===== src/rtl/outgoing_ar_arb_buffer.sv =====
// Per-source AR request FIFOs feeding one registered AR master port, with
// round-robin or QoS-first arbitration and a cap on issued-but-uncompleted bursts.
module outgoing_ar_arb_buffer #(
    parameter int NUM_SRC         = 2,
    parameter int ID_WIDTH        = 4,
    parameter int ADDR_WIDTH      = 32,
    parameter int LEN_WIDTH       = 8,
    parameter int TAG_WIDTH       = 4,
    parameter int FIFO_DEPTH      = 4,
    parameter int MAX_OUTSTANDING = 8,
    parameter int QOS_MODE        = 0
) (
    input  logic                                clk,
    input  logic                                rst,
    input  logic [NUM_SRC-1:0]                  in_valid,
    output logic [NUM_SRC-1:0]                  in_ready,
    input  logic [NUM_SRC*ID_WIDTH-1:0]         in_id,
    input  logic [NUM_SRC*ADDR_WIDTH-1:0]       in_addr,
    input  logic [NUM_SRC*LEN_WIDTH-1:0]        in_len,
    input  logic [NUM_SRC*3-1:0]                in_size,
    input  logic [NUM_SRC*2-1:0]                in_burst,
    input  logic [NUM_SRC*4-1:0]                in_qos,
    input  logic [NUM_SRC*TAG_WIDTH-1:0]        in_tagid,
    output logic                                m_valid,
    input  logic                                m_ready,
    output logic [ID_WIDTH-1:0]                 m_id,
    output logic [ADDR_WIDTH-1:0]               m_addr,
    output logic [LEN_WIDTH-1:0]                m_len,
    output logic [2:0]                          m_size,
    output logic [1:0]                          m_burst,
    output logic [3:0]                          m_qos,
    output logic [TAG_WIDTH-1:0]                m_tagid,
    output logic [$clog2(NUM_SRC)-1:0]          m_src,
    input  logic                                done_valid,
    output logic [$clog2(MAX_OUTSTANDING+1)-1:0] inflight,
    output logic                                err_underflow
);

    localparam int SRC_W = $clog2(NUM_SRC);
    localparam int PTR_W = $clog2(FIFO_DEPTH);
    localparam int CNT_W = $clog2(FIFO_DEPTH + 1);
    localparam int INF_W = $clog2(MAX_OUTSTANDING + 1);

    typedef struct packed {
        logic [ID_WIDTH-1:0]   id;
        logic [ADDR_WIDTH-1:0] addr;
        logic [LEN_WIDTH-1:0]  len;
        logic [2:0]            size;
        logic [1:0]            burst;
        logic [3:0]            qos;
        logic [TAG_WIDTH-1:0]  tagid;
    } req_t;

    req_t               w_head [NUM_SRC];
    logic [NUM_SRC-1:0] w_nonempty;
    logic [NUM_SRC-1:0] w_push;
    logic [NUM_SRC-1:0] w_pop;
    logic               w_load;
    logic               w_found;
    logic [SRC_W-1:0]   w_win;
    logic [SRC_W-1:0]   w_rr_next;
    logic [3:0]         w_best_qos;

    logic               r_m_valid;
    req_t               r_m_req;
    logic [SRC_W-1:0]   r_m_src;
    logic [SRC_W-1:0]   r_rr_ptr;
    logic [INF_W-1:0]   r_inflight;
    logic               r_err_underflow;

    for (genvar g = 0; g < NUM_SRC; g++) begin : g_src
        req_t             r_mem [FIFO_DEPTH];
        logic [PTR_W-1:0] r_wptr;
        logic [PTR_W-1:0] r_rptr;
        logic [CNT_W-1:0] r_count;
        req_t             w_in_req;

        assign w_in_req = {in_id[g*ID_WIDTH +: ID_WIDTH], in_addr[g*ADDR_WIDTH +: ADDR_WIDTH],
                           in_len[g*LEN_WIDTH +: LEN_WIDTH], in_size[g*3 +: 3],
                           in_burst[g*2 +: 2], in_qos[g*4 +: 4], in_tagid[g*TAG_WIDTH +: TAG_WIDTH]};

        assign in_ready[g]   = (r_count != CNT_W'(FIFO_DEPTH));
        assign w_nonempty[g] = (r_count != '0);
        assign w_push[g]     = in_valid[g] & in_ready[g];
        assign w_pop[g]      = w_load & (w_win == SRC_W'(g));
        assign w_head[g]     = r_mem[r_rptr];

        // NOTE: the storage array is deliberately not reset; only the pointers and
        // count decide which entries are live, so clearing those empties the FIFO.
        always_ff @(posedge clk) begin
            if (w_push[g]) begin
                r_mem[r_wptr] <= w_in_req;
            end
        end

        always_ff @(posedge clk or posedge rst) begin
            if (rst) begin
                r_wptr  <= '0;
                r_rptr  <= '0;
                r_count <= '0;
            end else begin
                if (w_push[g]) r_wptr <= r_wptr + PTR_W'(1);
                if (w_pop[g])  r_rptr <= r_rptr + PTR_W'(1);
                if (w_push[g] && !w_pop[g])      r_count <= r_count + CNT_W'(1);
                else if (!w_push[g] && w_pop[g]) r_count <= r_count - CNT_W'(1);
            end
        end
    end

    // Scan sources in round-robin order from r_rr_ptr; in QoS mode a later source
    // only wins with strictly higher QoS, so ties fall back to round-robin order.
    always_comb begin
        int               v_idx;
        logic [SRC_W-1:0] v_sel;
        w_found    = 1'b0;
        w_win      = '0;
        w_best_qos = '0;
        v_idx      = 0;
        v_sel      = '0;
        for (int k = 0; k < NUM_SRC; k++) begin
            v_idx = int'(r_rr_ptr) + k;
            if (v_idx >= NUM_SRC) v_idx = v_idx - NUM_SRC;
            v_sel = SRC_W'(v_idx);
            if (w_nonempty[v_sel] &&
                (!w_found || (QOS_MODE == 1 && w_head[v_sel].qos > w_best_qos))) begin
                w_found    = 1'b1;
                w_win      = v_sel;
                w_best_qos = w_head[v_sel].qos;
            end
        end
    end

    assign w_rr_next = (w_win == SRC_W'(NUM_SRC - 1)) ? '0 : w_win + SRC_W'(1);
    assign w_load    = (~r_m_valid | m_ready) & w_found &
                       (r_inflight < INF_W'(MAX_OUTSTANDING));

    always_ff @(posedge clk or posedge rst) begin
        if (rst) begin
            r_m_valid <= 1'b0;
            r_m_req   <= '0;
            r_m_src   <= '0;
            r_rr_ptr  <= '0;
        end else if (w_load) begin
            r_m_valid <= 1'b1;
            r_m_req   <= w_head[w_win];
            r_m_src   <= w_win;
            r_rr_ptr  <= w_rr_next;
        end else if (m_ready) begin
            r_m_valid <= 1'b0;
        end
    end

    // A completion with nothing outstanding is flagged rather than wrapping the count.
    always_ff @(posedge clk or posedge rst) begin
        if (rst) begin
            r_inflight      <= '0;
            r_err_underflow <= 1'b0;
        end else begin
            case ({w_load, done_valid})
                2'b10: r_inflight <= r_inflight + INF_W'(1);
                2'b01: begin
                    if (r_inflight == '0) r_err_underflow <= 1'b1;
                    else                  r_inflight      <= r_inflight - INF_W'(1);
                end
                default: ;
            endcase
        end
    end

    assign m_valid       = r_m_valid;
    assign m_id          = r_m_req.id;
    assign m_addr        = r_m_req.addr;
    assign m_len         = r_m_req.len;
    assign m_size        = r_m_req.size;
    assign m_burst       = r_m_req.burst;
    assign m_qos         = r_m_req.qos;
    assign m_tagid       = r_m_req.tagid;
    assign m_src         = r_m_src;
    assign inflight      = r_inflight;
    assign err_underflow = r_err_underflow;

endmodule


===== config.mk =====
export PLATFORM = sky130hd
export DESIGN_NAME = outgoing_ar_arb_buffer
export DESIGN_NICKNAME = d
export VERILOG_FILES = /design/src/rtl/outgoing_ar_arb_buffer.sv
export SDC_FILE = /design/constraint.sdc
export NUM_CORES = 1
export LEC_CHECK = 0
export ABC_AREA = 1
export BUFFER_PORTS_ARGS = -buffer_cell sky130_fd_sc_hd__buf_2
export CAP_MARGIN = 20
export CORE_UTILIZATION = 50
export DETAILED_ROUTE_END_ITERATION = 8
export PLACE_DENSITY = 0.69
export SLEW_MARGIN = 20
export SYNTH_ARGS = -nofsm -noshare
export SYNTH_HDL_FRONTEND = slang
export SYNTH_SLANG_ARGS = --single-unit

===== constraint.sdc =====
create_clock -name clk -period 5.65 [get_ports clk]
set_input_delay 0 -clock clk [delete_from_list [all_inputs] [get_ports clk]]
set_output_delay 0 -clock clk [all_outputs]
set_load 0.005 [all_outputs]

==> impl_metrics.env, run 1 <==
export IMPL_tns_ps=0
export IMPL_layout_drive_gt1_share_pct=17.87
export IMPL_postSynthCellCount=1557
export IMPL_top_usage_layer="met2"
export IMPL_yosysTopAreaCell="edfxtp_1"
export IMPL_dpl_hpwl_um=29350
export IMPL_status="complete, no violations"
export IMPL_crit_required_ps=6120
export IMPL_arrival_ps=3500
export IMPL_die_h_um=205.3
export IMPL_cp_start_kind="flip-flop"
export IMPL_ant_nets=0
export IMPL_seqCellArea_um2=15680
export IMPL_synthFlopType="edfxtp_1"
export IMPL_p_leak_uw=0.009250
export IMPL_grt_pass1_wl_um=74990
export IMPL_post_cts_buffers=0
export IMPL_drv_cap=0
export IMPL_fin_nets=1976
export IMPL_min_path_type="input pin to async pin"
export IMPL_synth_seq_area_share_pct=75.84
export IMPL_drv_slew=0
export IMPL_first_global_vias=12970
export IMPL_dp_cells=2202
export IMPL_gr_usage_met2_pct=36.28
export IMPL_synth_seq_cells=535
export IMPL_min_period_over_period_pct=53.67
export IMPL_drtIter0Drc=1135
export IMPL_overflow=0
export IMPL_rr_endpoint="g_src[1].r_count[1]"
export IMPL_die_area_um2=42140
export IMPL_grt_use_met3_pct=3.849
export IMPL_io_pins=186
export IMPL_dr_total_vias=13300
export IMPL_end_kind="flip-flop"
export IMPL_drc=0
export IMPL_coreArea_um2=40830
export IMPL_syn_nets=1690
export IMPL_track_usage_pct=23.71
export IMPL_cts_tree="built"
export IMPL_reg2reg_from="g_src[0].r_count[0]"
export IMPL_path_clk_slew_ps=60
export IMPL_finalSetupViolCount=0
export IMPL_hold_viol=0
export IMPL_ff2ff_path_depth=11
export IMPL_post_dp_cell_area_um2=22040
export IMPL_clkSinkCount=535
export IMPL_synth_top_area_share_pct=66.28
export IMPL_start_util_pct=50.60
export IMPL_syn_avg_cell_area_um2=13.27
export IMPL_wl_um=49470
export IMPL_power_density_nw_per_um2=542.3
export IMPL_whs_ps=93.64
export IMPL_cts_hold_buf=118
export IMPL_tightest_slew_ps=1031
export IMPL_rows=74
export IMPL_maxClockFrequency_mhz=329.8
export IMPL_synthesis_area_um2=20660
export IMPL_synthTopCellsByArea="edfxtp_1, dfrtp_1, nand2_1"
export IMPL_numCtsBuffers=52
export IMPL_r2r_slack_ps=2620
export IMPL_cts_repair_resize_count=0
export IMPL_cts_buffer_depth=3
export IMPL_cp_max_fo=32
export IMPL_multi_input_area_um2=4491
export IMPL_synth_cell_types=32
export IMPL_async_flop_share_pct=14.77
export IMPL_finalClockSkew_ps=14.76
export IMPL_ir_worst_vdd_uv=294.1
export IMPL_yosys_warnings=0
export IMPL_htree_levels=2
export IMPL_antenna_found_initial=5
export IMPL_fp_dieW_um=205.3
export IMPL_viasPerCell=5.491
export IMPL_wl_per_cell_um=20.42
export IMPL_root_buffer="clkbuf_16"
export IMPL_grtUsageMet1_pct=34.79
export IMPL_fillers=3087
export IMPL_portBuffers=185
export IMPL_gp_congestion=0.8571
export IMPL_grt_max_degree=95
export IMPL_drt_pass1_iterations=5
export IMPL_finalNonFillerCells=2423
export IMPL_area_growth_pct=21.01
export IMPL_fin_crit_ps=3032
export IMPL_rsz0062_at_grt="no"
export IMPL_design_area_um2=25000
export IMPL_relSlewSlack_pct=31.10
export IMPL_worstSkewPairLatency_ps=590
export IMPL_synth_edf_count=456
export IMPL_worstSetupPathType="flip-flop to flip-flop"
-- registers in the layout, summed over array words and instances (netlist names), 6 cells and up --
name	count
g_src.r_count	6
g_src.r_mem	456
m_addr	32
m_len	8
-- layout by cell type (no fill, tap or decap), types with 2 or more instances in the layout --
master,instances
edfxtp_1,456
nand2_1,290
buf_2,185
nor2_1,177
o21ai_0,159
dlygate4sd3_1,118
o22ai_1,84
dfrtp_1,76
a21oi_1,64
clkbuf_16,54
nand3_1,31
inv_1,22
buf_4,20
o311ai_2,18
clkbuf_1,18
inv_2,13
o21ai_1,13
o311ai_1,12
ha_1,11
clkbuf_8,10
nor2_4,9
clkinv_2,8
xor2_1,7
diode_2,5
nand2_2,5
xnor2_1,4
bufinv_16,4
fa_1,2
clkinv_1,2
dfrtp_2,2
-- layer usage --
metal	vias to the layer above	wire, µm
met2	493	23040
met5	-	0
met4	0	1076
met1	6553	21900
li1	6190	-
met3	68	3457
-- stage by stage --
step	total power [µW]	setup WS [ps]	utilization, %
floorplan	8580	2089	-
global placement	9913	2685	53.99
detailed placement	10050	2592	53.99
CTS	13610	2583	61.15
global route	14290	2413	61.23
finish	13560	2618	61.23
-- synthesized netlist by cell type (all sizes together) (2+ instances only) --
library cell	n
edfxtp	456
nand2	295
nor2	187
o21ai	173
o22ai	85
dfrtp	79
a21oi	64
clkbuf	60
inv	36
buf	32
nand3	32
o311ai	30
ha	11
xor2	7
xnor2	4
fa	2
or2	2
-- where the power goes --
group,switching (µW),total (µW),internal [µW]
combinational,2970,4320,1350
sequential,427,5750,5330
clock,1420,3490,2070
-- layout make-up --
class,count,area share (%)
diodes,5,0.05004
clock buffers,82,6.225
clock inverters,15,0.7506
inverters,36,0.5455
multi-input cells,894,17.96
flip-flops and latches,535,62.70
well taps,532,2.662
repair buffers,324,9.108
-- worst max path at each step --
stage | start | end | cells after the start
after floorplan | g_src[1].r_count[0] | g_src[1].r_mem[0][0] | 4
after global placement | g_src[0].r_count[0] | g_src[1].r_count[1] | 11
after detailed placement | g_src[0].r_count[0] | g_src[1].r_count[1] | 11
after CTS | g_src[0].r_count[0] | g_src[1].r_count[1] | 11
after global routing | g_src[0].r_count[0] | g_src[1].r_count[1] | 11
final | g_src[0].r_count[0] | g_src[1].r_count[1] | 11
-- critical path, stage by stage, from the launching register on --
cell and delay (ps):
dfrtp_1 430, inv_2 70, nand2_1 60, nor2_2 150
o22ai_2 120, nor2_4 530, inv_2 520, ha_1 350
inv_1 100, fa_1 420, nor2_1 100, a21oi_1 50
-- cells by family (layout without fill, tap and decap cells) --
family | Yosys count | after routing | share of synthesized area [%]
DFF | 535 | 535 | 75.84
buffers and inverters | 128 | 457 | 2.713
xor gates and xnor gates | 11 | 11 | 0.4663
other | 0 | 5 | 0
adders and majority gates | 13 | 13 | 0.8599
AOI/OAI and AO/OA | 353 | 353 | 10.33
and+or+nand+nor | 517 | 517 | 9.792
(Power assumes the default switching activity.)
==> run 2, diff against run 1 <==
ABC_AREA = 0   (was 1)
clock period = 2.8 ns   (was 5.65 ns; I/O delays follow)
==> run 2 against run 1 <==
Compared with the run above:
- utilization rose by 1.2 points
- clock-buffer cell count fell by 4
- design area fell by 0.85%
- cell count fell by 23%
- global-route usage fell by 2.2 points
- sequential power rose by 110%
- combinational power rose by 49%
- clock skew fell by 6.1 ps
- fmax rose by 24%
- critical path type unchanged
- largest power group unchanged
==> impl_metrics.env, run 2 <==
export IMPL_cts_buffer_depth=3
export IMPL_power_total_uw=25180
export IMPL_io_pins=186
export IMPL_synth_most_common_cell="edfxtp_1"
export IMPL_syn_nets=1097
export IMPL_syn_avg_cell_area_um2=20.90
export IMPL_power_density_nw_per_um2=1016
export IMPL_end_kind="flip-flop"
export IMPL_top_usage_layer="met2"
export IMPL_dr_total_vias=10350
export IMPL_cts_repair_resize_count=0
export IMPL_fillers=2798
export IMPL_ant_nets=0
export IMPL_die_h_um=202.7
export IMPL_fin_crit_ps=2454
export IMPL_rows=73
export IMPL_top_register="g_src.r_mem"
export IMPL_final_core_util_pct=62.39
export IMPL_post_cts_buffers=0
export IMPL_critical_path_top_delay_family="buffers and inverters"
export IMPL_rsz0062_at_grt="no"
export IMPL_finalSetupViolCount=0
export IMPL_start_util_pct=50.70
export IMPL_synth_seq_cells=535
export IMPL_drc=0
export IMPL_status="complete, no violations"
export IMPL_worst_path_buf_inv=1
export IMPL_overflow=0
export IMPL_crit_required_ps=3250
export IMPL_final_common_cell="edfxtp_1"
export IMPL_synth_top_area_share_pct=67.98
export IMPL_root_buffer="clkbuf_16"
export IMPL_cp_max_fo=60
export IMPL_drtIter0Drc=785
export IMPL_dpl_hpwl_um=25360
export IMPL_numCtsBuffers=52
export IMPL_hold_viol=0
export IMPL_layout_common_cells="edfxtp_1, buf_2, nand2_1"
export IMPL_synthTopCellsByArea="edfxtp_1, mux4_2, dfrtp_1"
export IMPL_coreArea_um2=39730
export IMPL_htree_levels=2
export IMPL_layout_drive_gt1_share_pct=31.47
export IMPL_tightest_slew_ps=882.1
export IMPL_crit_end="g_src[0].r_rptr[1]"
export IMPL_cp_start_kind="flip-flop"
export IMPL_crit_chain="or3_4, a2111oi_4, buf_4, nand2_1, xnor2_1"
export IMPL_grt_pass1_wl_um=65390
export IMPL_slowest_stage="buf_4"
export IMPL_clkSinkCount=535
export IMPL_grt_use_met3_pct=3.981
export IMPL_wl_um=43110
export IMPL_worstSetupPathType="flip-flop to flip-flop"
export IMPL_synthesis_area_um2=20140
export IMPL_fin_nets=1434
export IMPL_reg2reg_from="g_src[1].r_count[0]"
export IMPL_ys_top_cells_by_count="edfxtp_1, nand2_1, mux4_2"
export IMPL_viasPerCell=5.540
export IMPL_rr_endpoint="g_src[0].r_rptr[1]"
export IMPL_grtUsageMet1_pct=29.08
export IMPL_drt_pass1_iterations=7
export IMPL_largest_reg_flops=456
export IMPL_tns_ps=0
export IMPL_drv_cap=0
export IMPL_cts_tree="built"
export IMPL_gp_congestion=0.7248
export IMPL_path_clk_slew_ps=60
export IMPL_min_path_type="input pin to async pin"
export IMPL_worstSkewPairLatency_ps=580
export IMPL_postSynthCellCount=964
export IMPL_multi_input_area_um2=4177
export IMPL_critPathLaunch="g_src[1].r_count[0]"
export IMPL_wl_per_cell_um=23.08
export IMPL_synth_edf_count=456
export IMPL_drv_slew=0
export IMPL_yosys_warnings=0
export IMPL_synth_cell_types=35
export IMPL_ff2ff_path_depth=5
export IMPL_r2r_slack_ps=350
export IMPL_path_depth=5
export IMPL_portBuffers=185
export IMPL_p_leak_uw=0.008966
export IMPL_fp_dieW_um=202.7
export IMPL_ir_worst_vdd_uv=538.2
export IMPL_first_global_vias=11050
export IMPL_slowest_delay_ps=750
export IMPL_die_area_um2=41100
export IMPL_grt_max_degree=68
export IMPL_maxClockFrequency_mhz=407.5
export IMPL_area_growth_pct=23.06
export IMPL_synthFlopType="edfxtp_1"
export IMPL_gr_usage_met2_pct=35.70
export IMPL_min_period_over_period_pct=87.64
export IMPL_yosysTopAreaCell="edfxtp_1"
export IMPL_track_usage_pct=21.53
export IMPL_async_flop_share_pct=14.77
export IMPL_seqCellArea_um2=15690
export IMPL_synth_seq_area_share_pct=77.79
export IMPL_antenna_found_initial=3
export IMPL_relSlewSlack_pct=41.19
export IMPL_arrival_ps=2900
export IMPL_finalClockSkew_ps=8.642
## run 2: cell count changes after synthesis, sizes merged, moves of 4 or more
cell | before | now
nor2 | 187 | 5
nand2 | 295 | 120
o21ai | 173 | 5
mux4 | 0 | 114
o22ai | 85 | 0
a21oi | 64 | 3
a22oi | 0 | 58
clkbuf | 60 | 14
nand3 | 32 | 0
o311ai | 30 | 0
inv | 36 | 15
and3 | 0 | 8
mux2 | 0 | 5
xnor2 | 4 | 8
## run 2: kinds of logic after synthesis
kind of cell	after synthesis	synth area share, %
flops	535	77.79
simple gates	146	3.025
mux	119	13.02
compound gates	75	2.919
buf+inv	62	1.677
xor+xnor	14	0.6832
fa+ha+maj	13	0.8820
## run 2: layout make-up
| class | instances | share of cell area, % |
|---|---|---|
| sequential | 535 | 63.27 |
| clock inverter | 16 | 0.9287 |
| multi-input combinational | 367 | 16.85 |
| tap | 525 | 2.650 |
| inverter | 15 | 0.2372 |
| timing repair buffer | 330 | 10.11 |
| antenna | 2 | 0.02019 |
| clock buffer | 78 | 5.930 |
## run 2: how the worst min path moves through the flow
stage                            from                    end  slack [ps]  cells after the start
final                             rst             m_addr[16]          20                      3
after global routing              rst             m_addr[31]          40                      3
after CTS                         rst             m_addr[31]           4                      3
after detailed placement          rst              m_addr[7]          80                      2
after global placement     in_size[4]  g_src[1].r_mem[2][11]         210                      1
after floorplan           in_tagid[0]   g_src[0].r_mem[0][0]         100                      0
## run 2: timing repair
action,4_1_cts,5_1_grt
hold buffers,119,0
endpoints found under the setup margin,0,0
hold endpoints to repair,575,0
## run 2: per-stage QoR
stage	worst slack, ps	instances	hold slack (ps)	instance area [µm²]
finish	346.2	1868	19.18	24790
global placement	384.4	1652	211.4	21870
CTS	324.6	1866	3.759	24790
detailed placement	344.0	1653	77.26	21890
floorplan	87.69	964	98.87	20140
global route	226.2	1868	38.25	24790
## run 2: where the power goes
part	switching (µW)	leakage, µW	internal, µW
Sequential	1050	0.00513	10700
Combinational	3280	0.00301	3150
Clock	2820	0.000828	4160
Total	7150	0.00897	18000
## run 2: worst register-to-register path, stage by stage (launching register included)
cell and delay [ps]:
dfrtp_1 440, or3_4 440, a2111oi_4 370, buf_4 750, nand2_1 170, xnor2_1 150
## run 2: per-layer routing
metal | wire length [µm] | part of all wire [%] | up-vias
met5 | 13 | 0.030 | -
met4 | 1065 | 2.5 | 2
met3 | 2433 | 5.6 | 85
met2 | 21560 | 50 | 346
met1 | 18040 | 42 | 5357
li1 | - | - | 4558
